==> src/rtl/tpu_pkg.sv <==
// rtl/tpu_pkg.sv - shared types, constants and derived sizes for the TPU controller
//
// Purpose : state encoding, load-select constants and the cycle counts of the
//           clear/feed/drain schedule, all derived from the array dimension.
// Ports   : none (package).
package tpu_pkg;

  localparam int TPU_DIM = 2;

  typedef enum logic [2:0] {
    ST_IDLE  = 3'd0,
    ST_CLEAR = 3'd1,
    ST_FEED  = 3'd2,
    ST_DRAIN = 3'd3,
    ST_DONE  = 3'd4
  } tpu_state_e;

  localparam logic LOAD_SEL_A = 1'b0;
  localparam logic LOAD_SEL_B = 1'b1;

  function automatic int tpu_idx_w(input int dim);
    int n;
    n = dim * dim;
    return (n > 1) ? $clog2(n) : 1;
  endfunction

  function automatic int tpu_feed_cycles(input int dim);
    return 2 * dim - 1;
  endfunction

  function automatic int tpu_drain_cycles(input int dim);
    return dim - 1;
  endfunction

  // Counter must cover the last feed step (2*DIM-2); drain count is always smaller.
  function automatic int tpu_step_w(input int dim);
    int n;
    n = 2 * dim - 1;
    return (n > 1) ? $clog2(n) : 1;
  endfunction

  localparam int TPU_IDX_W        = tpu_idx_w(TPU_DIM);
  localparam int TPU_STEP_W       = tpu_step_w(TPU_DIM);
  localparam int TPU_FEED_CYCLES  = tpu_feed_cycles(TPU_DIM);
  localparam int TPU_DRAIN_CYCLES = tpu_drain_cycles(TPU_DIM);

endpackage

==> src/rtl/tpu_edge_detect.sv <==
// rtl/tpu_edge_detect.sv - rising-edge detector with reset-to-1 history register
//
// Purpose : flags a 0->1 transition of a level input. The history register
//           resets to 1 so a level already high during reset is not an edge.
// Ports   : i_clk   clock
//           i_rst   synchronous active-high reset
//           i_sig   level input
//           o_rise  high while i_sig is 1 and the previous sampled value was 0
module tpu_edge_detect (
  input  logic i_clk,
  input  logic i_rst,
  input  logic i_sig,
  output logic o_rise
);

  logic r_hist;

  always_ff @(posedge i_clk) begin
    if (i_rst) begin
      r_hist <= 1'b1;
    end else begin
      r_hist <= i_sig;
    end
  end

  assign o_rise = i_sig & ~r_hist;

endmodule

==> src/rtl/tpu_controller.sv <==
// rtl/tpu_controller.sv - load decode, operand tracking and systolic schedule FSM
//
// Purpose : turns host load edges into one-cycle write strobes, tracks which
//           A/B elements are present, runs CLEAR -> FEED -> DRAIN -> DONE once
//           both matrices are complete, and gates host result reads in DONE.
//           Optional macro TPU_WEIGHT_REUSE_EN keeps the weight bitmap across
//           DONE so only the B matrix must be reloaded.
// Ports   : i_clk, i_rst          clock, synchronous active-high reset
//           i_load_en             host load request (level, edge-triggered)
//           i_load_sel_ab         0 = weight (A), 1 = input (B)
//           i_load_index          element index of the write
//           i_output_en           host read request (level)
//           i_output_sel          result element to present
//           o_wmem_wr_en          write strobe to weight memory
//           o_imem_wr_en          write strobe to input buffer
//           o_wr_addr             write address
//           o_acc_clr             clear PE accumulators
//           o_feed_en, o_feed_step  systolic skew feed enable and step
//           o_out_sel, o_out_valid  registered result-mux select and valid
//           o_busy, o_done        schedule running / result ready
module tpu_controller
  import tpu_pkg::*;
#(
  parameter  int DIM    = TPU_DIM,
  localparam int IDX_W  = tpu_idx_w(DIM),
  localparam int STEP_W = tpu_step_w(DIM)
) (
  input  logic              i_clk,
  input  logic              i_rst,
  input  logic              i_load_en,
  input  logic              i_load_sel_ab,
  input  logic [IDX_W-1:0]  i_load_index,
  input  logic              i_output_en,
  input  logic [IDX_W-1:0]  i_output_sel,
  output logic              o_wmem_wr_en,
  output logic              o_imem_wr_en,
  output logic [IDX_W-1:0]  o_wr_addr,
  output logic              o_acc_clr,
  output logic              o_feed_en,
  output logic [STEP_W-1:0] o_feed_step,
  output logic [IDX_W-1:0]  o_out_sel,
  output logic              o_out_valid,
  output logic              o_busy,
  output logic              o_done
);

  localparam int N_ELEM    = DIM * DIM;
  localparam int FEED_CYC  = tpu_feed_cycles(DIM);
  localparam int DRAIN_CYC = tpu_drain_cycles(DIM);
  localparam logic [STEP_W-1:0] FEED_LAST  = STEP_W'(FEED_CYC - 1);
  localparam logic [STEP_W-1:0] DRAIN_LAST = STEP_W'((DRAIN_CYC > 0) ? DRAIN_CYC - 1 : 0);

  tpu_state_e          r_state, w_next;
  logic [STEP_W-1:0]   r_cnt, w_cnt_d;
  logic [N_ELEM-1:0]   r_bm_a, r_bm_b, w_bm_a_d, w_bm_b_d;

  logic                r_wmem_wr_en, w_wmem_wr_en_d;
  logic                r_imem_wr_en, w_imem_wr_en_d;
  logic [IDX_W-1:0]    r_wr_addr, w_wr_addr_d;
  logic                r_acc_clr, r_feed_en, r_busy, r_done;
  logic [STEP_W-1:0]   r_feed_step, w_feed_step_d;
  logic [IDX_W-1:0]    r_out_sel, w_out_sel_d;
  logic                r_out_valid, w_out_valid_d;

  logic                w_load_edge;
  logic                w_load_accept;

  tpu_edge_detect u_load_edge (
    .i_clk  (i_clk),
    .i_rst  (i_rst),
    .i_sig  (i_load_en),
    .o_rise (w_load_edge)
  );

  always_comb begin
    w_next         = r_state;
    w_cnt_d        = '0;
    w_bm_a_d       = r_bm_a;
    w_bm_b_d       = r_bm_b;
    w_wmem_wr_en_d = 1'b0;
    w_imem_wr_en_d = 1'b0;
    w_wr_addr_d    = r_wr_addr;
    w_out_sel_d    = r_out_sel;
    w_out_valid_d  = 1'b0;
    w_load_accept  = 1'b0;
    w_feed_step_d  = '0;

    case (r_state)
      ST_IDLE: begin
        // Full bitmaps are checked first; the minimum load spacing guarantees
        // no load edge coincides with this transition.
        if ((&r_bm_a) && (&r_bm_b)) begin
          w_next = ST_CLEAR;
        end else if (w_load_edge) begin
          w_load_accept = 1'b1;
        end
      end
      ST_CLEAR: begin
        w_next = ST_FEED;
      end
      ST_FEED: begin
        if (r_cnt == FEED_LAST) begin
          w_next = (DRAIN_CYC > 0) ? ST_DRAIN : ST_DONE;
        end else begin
          w_cnt_d = r_cnt + STEP_W'(1);
        end
      end
      ST_DRAIN: begin
        if (r_cnt == DRAIN_LAST) begin
          w_next = ST_DONE;
        end else begin
          w_cnt_d = r_cnt + STEP_W'(1);
        end
      end
      ST_DONE: begin
        // A load edge beats a concurrent read: leave DONE and write at once,
        // so the strobe is seen with the block already back in IDLE.
        if (w_load_edge) begin
          w_next        = ST_IDLE;
          w_load_accept = 1'b1;
        end else if (i_output_en) begin
          w_out_sel_d   = i_output_sel;
          w_out_valid_d = 1'b1;
        end
      end
      default: begin
        w_next = ST_IDLE;
      end
    endcase

    if (w_load_accept) begin
      w_wr_addr_d = i_load_index;
      if (i_load_sel_ab == LOAD_SEL_A) begin
        w_wmem_wr_en_d         = 1'b1;
        w_bm_a_d[i_load_index] = 1'b1;
      end else begin
        w_imem_wr_en_d         = 1'b1;
        w_bm_b_d[i_load_index] = 1'b1;
      end
    end

    if ((w_next == ST_DONE) && (r_state != ST_DONE)) begin
`ifdef TPU_WEIGHT_REUSE_EN
      w_bm_a_d = r_bm_a;
`else
      w_bm_a_d = '0;
`endif
      w_bm_b_d = '0;
    end

    if (w_next == ST_FEED) begin
      w_feed_step_d = w_cnt_d;
    end
  end

  always_ff @(posedge i_clk) begin
    if (i_rst) begin
      r_state      <= ST_IDLE;
      r_cnt        <= '0;
      r_bm_a       <= '0;
      r_bm_b       <= '0;
      r_wmem_wr_en <= 1'b0;
      r_imem_wr_en <= 1'b0;
      r_wr_addr    <= '0;
      r_acc_clr    <= 1'b0;
      r_feed_en    <= 1'b0;
      r_feed_step  <= '0;
      r_out_sel    <= '0;
      r_out_valid  <= 1'b0;
      r_busy       <= 1'b0;
      r_done       <= 1'b0;
    end else begin
      r_state      <= w_next;
      r_cnt        <= w_cnt_d;
      r_bm_a       <= w_bm_a_d;
      r_bm_b       <= w_bm_b_d;
      r_wmem_wr_en <= w_wmem_wr_en_d;
      r_imem_wr_en <= w_imem_wr_en_d;
      r_wr_addr    <= w_wr_addr_d;
      r_acc_clr    <= (w_next == ST_CLEAR);
      r_feed_en    <= (w_next == ST_FEED);
      r_feed_step  <= w_feed_step_d;
      r_out_sel    <= w_out_sel_d;
      r_out_valid  <= w_out_valid_d;
      r_busy       <= (w_next == ST_CLEAR) || (w_next == ST_FEED) || (w_next == ST_DRAIN);
      r_done       <= (w_next == ST_DONE);
    end
  end

  assign o_wmem_wr_en = r_wmem_wr_en;
  assign o_imem_wr_en = r_imem_wr_en;
  assign o_wr_addr    = r_wr_addr;
  assign o_acc_clr    = r_acc_clr;
  assign o_feed_en    = r_feed_en;
  assign o_feed_step  = r_feed_step;
  assign o_out_sel    = r_out_sel;
  assign o_out_valid  = r_out_valid;
  assign o_busy       = r_busy;
  assign o_done       = r_done;

endmodule
==> config.mk <==
export PLATFORM = sky130hd
export DESIGN_NAME = tpu_controller
export DESIGN_NICKNAME = d
export VERILOG_FILES = /design/src/rtl/tpu_pkg.sv /design/src/rtl/tpu_edge_detect.sv /design/src/rtl/tpu_controller.sv
export SDC_FILE = /design/constraint.sdc
export NUM_CORES = 1
export LEC_CHECK = 0
export CAP_MARGIN = 0
export CELL_PAD_IN_SITES_DETAIL_PLACEMENT = 2
export CELL_PAD_IN_SITES_GLOBAL_PLACEMENT = 2
export CORE_UTILIZATION = 30
export CTS_CLUSTER_SIZE = 24
export DETAILED_ROUTE_END_ITERATION = 8
export GPL_ROUTABILITY_DRIVEN = 0
export GPL_TIMING_DRIVEN = 0
export PLACE_DENSITY = 0.82
export SLEW_MARGIN = 0
export SYNTH_ARGS = -nofsm -noshare
export SYNTH_HDL_FRONTEND = slang
export SYNTH_SLANG_ARGS = --single-unit
==> constraint.sdc <==
create_clock -name i_clk -period 2.1 [get_ports i_clk]
set_input_delay 0.21 -clock i_clk [delete_from_list [all_inputs] [get_ports i_clk]]
set_output_delay 0.21 -clock i_clk [all_outputs]
set_load 0.1 [all_outputs]
# Word-level counts from Yosys, hierarchy flattened
# Cells that the tools add are included.
# op_classes
reduce_logical	16
muxes	16
n_addsub	1
n_bitwise	9
eq_ne	10
magnitude_cmp	2
# ops
op	count
3-bit case mux with 5 select lines	1
3-bit by 2-bit == test with 1-bit output (second input constant)	4
3-bit two-way mux	4
4-bit OR	2
4-bit AND reduction	2
3-bit by 1-bit == test with 1-bit output (second input constant)	2
3-bit == test (second input constant)	2
1-bit two-way mux	6
1-bit NOT	6
2-bit OR reduction	3
2-bit two-way mux	2
2-bit case mux with 2 select lines	1
2-bit AND reduction	2
1-bit logical AND	3
3-bit logical NOT	1
2-bit by 3-bit less-than comparator with 1-bit output (second input constant)	1
3-bit != test (second input constant)	1
3-bit AND reduction	1
3-bit OR reduction	1
2-bit by 1-bit adder with 2-bit output (second input constant)	1
1-bit demux with 2-bit select	1
2-bit == test (second input constant)	1
2-bit by 1-bit >= comparator with 1-bit output (second input constant)	1
2-bit logical NOT	1
3 further kinds	4
# totals
ff_bits	27

# Depth between registers and ports, before layout
# Gate-level depths: netlist of run 1.
# logic_depth
word_depth	7
mapped_depth	7

# By module
# A second synthesis of run 1 with hierarchy kept.
# hier_totals
cells_unflattened	97
hier_area_um2	1082.3
# by_module_without_submodules
module	seq_area_each_um2	area_each_um2	cells_each	n_inst
tpu_controller	520.5	1049.8	94	1
tpu_edge_detect	20.0	32.5	3	1

# Least setup slack after synthesis of run 1
# OpenSTA, ideal clock, no wires.
# synth_timing
path_type	reg2reg
from	register r_state[2]
to	register r_bm_b[1]
required_time_ns	1.983
path_buffers	1
setup_time_ns	0.117
arrival_ns	1.367
stages_incl_launch_ff	6
setup_slack_ns	0.616
path_cell_list	dfxtp_1 nand2b_1 o31a_1 and3_1 buf_6 a32o_1
# synth_between
elab_chain_cells	5
# synth_rtl
element	line_no	text
start: declaration	tpu_controller.sv:53	tpu_state_e r_state, w_next;
start signal: assignment	tpu_controller.sv:173	r_state <= w_next;
3-bit == test (tied with other cells)	tpu_controller.sv:88	case (r_state)
3-bit case mux with 5 select lines	tpu_controller.sv:88	
3-bit == test	tpu_controller.sv:142	if ((w_next == ST_DONE) && (r_state != ST_DONE)) begin
1-bit logical AND	tpu_controller.sv:142	
2-bit OR reduction (no line)	-	
end signal: assignment	tpu_controller.sv:176	r_bm_b <= w_bm_b_d;
end: declaration	tpu_controller.sv:55	logic [N_ELEM-1:0] r_bm_a, r_bm_b, w_bm_a_d, w_bm_b_d;
# Parallel ways exist; a longest one is shown, timed or not.
# A chain may end at the register's enable or synchronous reset.

# Worst setup path after layout of run 1
# layout_timing
from	register r_out_sel[1] (netlist: o_out_sel[1])
to	output o_out_sel[1]
# layout_lines
element	line_no	text
start: declaration	tpu_controller.sv:62	logic [IDX_W-1:0] r_out_sel, w_out_sel_d;
start signal: assignment	tpu_controller.sv:183	r_out_sel <= w_out_sel_d;
end: declaration	tpu_controller.sv:41	output logic [IDX_W-1:0] o_out_sel,
# No word-level cell between the ends.

==> results by group, run 1 <==
Drt
  • Vias: 810
  • Wirelength per Cell: 14.8 um
  • Vias per inst: 4.88
  • Drt pass-1 iters: 4
  • Starting DRT DRC Count: 22
  • Detail Route Antenna Nets: 0
  • Drt drc: 0
  • Final WL: 2450 um

Clocking
  • Cts bufs inserted: 3
  • Clk Latency, worst-skew pair: 330 ps
  • Clock tree sinks: 27
  • Clock root cell: clkbuf_4
  • Clk slew on worst S/H paths: 140 ps
  • CTS H-tree depth: 1
  • CTS Buffer Depth: 2
  • CTS tree: built
  • Setup repair bufs after CTS: 0

STA
  • Setup TNS: 0 ps
  • Setup ws final: 59.0 ps
  • Slew HR: 33.5%
  • Fmax: 490 MHz
  • Slew @ Worst Pin: 995 ps
  • # setup viols final: 0
  • Final Hold Vio Count: 0
  • Slew Limit Fails: 0
  • Min Tclk post-route: 2040 ps
  • RSZ-0062 raised after global routing: no
  • Part of the cycle the worst path needs: 97.2%
  • Worst Clk Skew: 5.50 ps

Cells and area
  • Final Non-Filler Cells: 166
  • Final instance area: 1330 sq um
  • Layout Utilization: 42.0%
  • Synth-to-Final Area Change: 28.6%
  • Share of layout cells above drive strength 1: 7.38%
  • Final #Nets: 137
  • Ant diodes: 0

Placed design
  • PortBufs: 21
  • HPWL Detailed: 1910 um
  • Dpl cells: 162
  • Placed cell area: 1300 sq um
  • Place WS: 333 ps

Critical path
  • CP endpoint kind: output port
  • Slowest-stage cell, CP: clkdlybuf4s50_1
  • CP Launch Type: flip-flop
  • Classification of the worst setup path: flip-flop to output port
  • Crit path max fanout: 2
  • Number of buffer and inverter stages on the critical path: 1
  • Worst EP required: 1890 ps
  • Crit-path max cell delay: 1140 ps
  • Critical path cell sequence: clkdlybuf4s50_1
  • CP arrival: 1830 ps
  • Family with the most delay on the worst path: buffers and inverters

Job
  • Max-cap violations: 0

Die
  • Die area: 3700 sq um
  • Die width: 60.8 um
  • Die Ht: 60.8 um
  • Row count: 20
  • I/O pins: 22
  • Core Area: 3180 sq um
  • Starting Density: 32.6%

Synthesis
  • Cell Area, Synth: 1040 sq um
  • Top post-synthesis cells by area: dfxtp_1, ha_1, a32o_1, mux2i_1, nor2_1
  • Syn Nets: 111
  • Synth Register Bits: 27
  • EDFF count, synth: 0
  • Post-synthesis cell type count: 32
  • Average cell area after synthesis: 10.7 sq um
  • Synth top cells by count: dfxtp_1, nor2_1, a32o_1, mux2i_1, ha_1
  • Synth warnings: 0
  • Top-count cell post-synth: dfxtp_1
  • Cell taking the most area after synthesis: dfxtp_1
  • Primary FF master, synth: dfxtp_1
  • Post-synthesis sequential area ratio: 52.1%
  • Cells after Synth: 97
  • Async SR Flop Fraction: 0%
  • Post-synth top area share: 52.1%

Global route
  • Largest net degree at the start of global routing: 15
  • Initial antenna violation count: 0
  • GRT Total Usage: 14.9%
  • GRT overflow: 0
  • Vias in the first global route: 841
  • Global-route wire length before repair: 3950 um

Run status
  • Outcome: complete, no violations

Min path
  • Hold Crit Class: input port to flip-flop

Power
  • LEAKAGE: 0.537 nW
  • Max VDD drop: 220 uV
  • Cell Pwr Density: 607 nW/um^2
[report_power, final]
| part | switching, mW | internal [mW] |
|---|---|---|
| Clock | 0.154 | 0.0746 |
| Sequential | 0.00260 | 0.517 |
| Combinational | 0.0357 | 0.0262 |
[flip-flops by register name (all words and copies together), names as in the netlist]
name,cells
r_bm_b,4
u_load_edge.r_hist,1
o_feed_step,2
o_out_valid,1
o_busy,1
o_feed_en,1
o_done,1
o_imem_wr_en,1
r_bm_a,4
o_wr_addr,2
r_cnt,2
r_state,3
o_wmem_wr_en,1
o_out_sel,2
o_acc_clr,1
[timing repair]
| item | in CTS | in global routing |
|---|---|---|
| endpoints found under the setup margin | 0 | 2 |
| gates resized for setup | 0 | 2 |
| hold buffers | 0 | 0 |
[path summary, 6_finish.rpt]
path	cells after the start	from	endpoint	slack, ps
max reg2reg	6	r_cnt[0]	o_feed_step[0]	410
min	3	i_output_sel[0]	o_out_sel[0]	500
min reg2reg	1	r_bm_b[1]	r_bm_b[1]	500
max	1	o_out_sel[1]	o_out_sel[1]	60
[through the flow]
step                      hold slack [ps]  power [mW]
after floorplan                       307       0.564
after global placement                451       0.592
after detailed placement              468       0.593
after CTS                             487       0.820
after global routing                  516       0.843
final                                 497       0.810
[metal layers]
metal	wire length, um	share of wire [%]	GRT usage, %
met1	1150	47	19.4
met2	1210	50	24.0
met3	50	2.0	3.20
met4	38	1.5	5.84
met5	0	0	0
[cell families after synthesis]
| logic type | after synthesis | synth area share (%) |
|---|---|---|
| AOI/OAI and AO/OA | 15 | 11.6 |
| adders and majority gates | 5 | 6.03 |
| buffers and inverters | 9 | 5.19 |
| DFF | 27 | 52.1 |
| muxes | 6 | 5.79 |
| and+or+nand+nor | 35 | 19.3 |
[placed cells by master (no fill, tap or decap), types with 3 or more instances in the layout]
cell             count
dfxtp_1             27
clkdlybuf4s50_1     19
nand2b_1             3
ha_1                 5
nand3_1              3
nor2_1              10
nor3_1               3
inv_1                4
mux2i_1              6
a21oi_1              3
a32o_1               6
clkbuf_4             3
[cell type report]
type	count	area (sq um)
sequential	27	541
multi-input combinational	61	443
fill	357	1840
inverter	4	15.0
clock buffer	4	26.3
buffer	5	38.8
timing repair buffer	21	215
tap	44	55.1
Power figures use the tool's default switching activity.
==> run 2: changes to the inputs <==
Settings changed: CORE_UTILIZATION 30 to 33, PLACE_DENSITY 0.82 to 0.88.
Clock period 2.1 ns to 2.6 ns, I/O delays scaled along.
==> run 2 against run 1 <==
Effect of this change: largest cell class unchanged; hold slack improved by 3.4 ps; power shrank 19%; wire length grew 0.41%; global-route usage is 1.9 points higher; first-iteration DRC count shrank 32%; count of clock-buffer cells in the layout decreased by 1; the flow now finishes with violations (design-rule violations); non-clock buffer count unchanged.
==> results by group, run 2 (synthesis results as in run 1) <==
Power
  • Int Power: 497 uW
  • LEAKAGE: 0.504 nW
  • Switching power: 157 uW
  • Max VDD drop: 242 uV
  • Logic gate share of total power: 7.6%
  • Switching share of power: 24.0%
  • Seq pwr share: 64.2%
  • Clock share of power: 28.2%
  • Cell Pwr Density: 493 nW/um^2

Drt
  • Drt drc: 2
  • Starting DRT DRC Count: 15
  • Wirelength per Cell: 15.0 um
  • Detail Route Antenna Nets: 0
  • Vias per inst: 4.91
  • Drt pass-1 iters: 8
  • Vias: 806
  • Final WL: 2460 um

STA
  • Slew HR: 34.7%
  • Part of the cycle the worst path needs: 80.4%
  • Slew Limit Fails: 0
  • Fmax: 479 MHz
  • # setup viols final: 0
  • Slew @ Worst Pin: 977 ps
  • RSZ-0062 raised after global routing: no
  • Worst Clk Skew: 5.59 ps
  • Final Hold Vio Count: 0
  • Setup TNS: 0 ps
  • Min Tclk post-route: 2090 ps

Global route
  • GR Util met1: 20.2%
  • Global-route wire length before repair: 4090 um
  • Largest net degree at the start of global routing: 16
  • Most used routing layer: met2
  • GRT overflow: 0
  • Global Route met2 Usage: 27.6%
  • Met3 Use GR: 2.01%
  • GRT Total Usage: 16.7%
  • Initial antenna violation count: 0
  • Vias in the first global route: 870

Critical path
  • Family with the most delay on the worst path: buffers and inverters
  • Worst EP required: 2340 ps
  • Crit path max fanout: 2
  • Critical path cell sequence: clkdlybuf4s50_1
  • Crit-path max cell delay: 1140 ps
  • Classification of the worst setup path: flip-flop to output port
  • CP Launch Type: flip-flop
  • Slowest-stage cell, CP: clkdlybuf4s50_1
  • CP arrival: 1830 ps
  • Number of buffer and inverter stages on the critical path: 1
  • CP endpoint kind: output port

Placed design
  • PortBufs: 21
  • Placed cell area: 1300 sq um
  • HPWL Detailed: 1880 um
  • Dpl cells: 160

Cells and area
  • Layout Utilization: 46.2%
  • Ant diodes: 0
  • Final Non-Filler Cells: 164
  • Filler cells: 309
  • Multi-input gate area: 443 sq um
  • Largest regs: r_bm_a x4, r_bm_b x4, r_state x3
  • Synth-to-Final Area Change: 28.0%
  • Register Area: 541 sq um
  • Commonest cells after routing, fill and taps aside: dfxtp_1, clkdlybuf4s50_1, nor2_1
  • Share of layout cells above drive strength 1: 8.20%
  • Final instance area: 1330 sq um
  • Final #Nets: 137
  • Most common cell after layout, fill and taps aside: dfxtp_1

Job
  • Max-cap violations: 0

Clocking
  • CTS tree: built
  • Clock tree sinks: 27
  • Post-CTS sizing: 0
  • CTS H-tree depth: 1
  • Cts bufs inserted: 3
  • CTS Buffer Depth: 2
  • Hold buffer count at cts: 0
  • Clock root cell: clkbuf_4
  • Setup repair bufs after CTS: 0
  • Clk slew on worst S/H paths: 150 ps
  • Clk Latency, worst-skew pair: 330 ps

Die
  • Die area: 3370 sq um
  • Die width: 58.1 um
  • Die Ht: 58.1 um
  • Starting Density: 36.1%
  • Core Area: 2880 sq um
  • Row count: 19
  • I/O pins: 22

Min path
  • Hold Crit Class: flip-flop to flip-flop

Run status
  • Outcome: finished, violations left
  • Failing checks: design-rule violations
-- run 2: changes by cell type in the layout (fill, tap and decap cells not counted), sizes merged --
cell           change
clkbuf             -1
clkinv             +1
clkdlybuf4s50      +2
dlymetal6s2s       -2
-- run 2: path summary, 6_finish.rpt --
kind	start	to	slack [ps]	cells past startpoint
max	o_out_sel[1]	o_out_sel[1]	510	1
min	r_bm_a[3]	r_bm_a[3]	500	1
max reg2reg	r_cnt[1]	o_feed_step[0]	850	6
min reg2reg	r_bm_a[3]	r_bm_a[3]	500	1
-- run 2: layout make-up --
class	count	area share (%)
flip-flops and latches	27	40.7
multi-input cells	61	33.4
repair buffers	21	15.8
well taps	42	3.96
plain buffers	5	2.92
clock buffers	3	1.70
inverters	4	1.13
clock inverters	1	0.377
-- run 2: per-stage QoR --
stage | total power [mW] | setup slack [ps] | hold slack, ps
after CTS | 0.666 | 485 | 506
after global placement | 0.477 | 795 | 450
after floorplan | 0.455 | 1120 | 357
after detailed placement | 0.479 | 746 | 474
final | 0.654 | 510 | 500
after global routing | 0.683 | 445 | 527
-- run 2: power by group through the flow --
stage | sequential (mW) | combinational [mW] | clock, mW
floorplan | 0.440 | 0.0154 | 0
global placement | 0.429 | 0.0485 | 0
finish | 0.420 | 0.0497 | 0.185
global route | 0.421 | 0.0532 | 0.209
CTS | 0.420 | 0.0501 | 0.195
detailed placement | 0.429 | 0.0502 | 0
-- run 2: routing by layer --
metal / vias to the layer above / wire length [um] / share of wire, %
met4: 0 / 93 / 3.8
met1: 386 / 1100 / 45
met2: 18 / 1210 / 49
met5: - / 0 / 0
li1: 395 / - / -
met3: 7 / 62 / 2.5
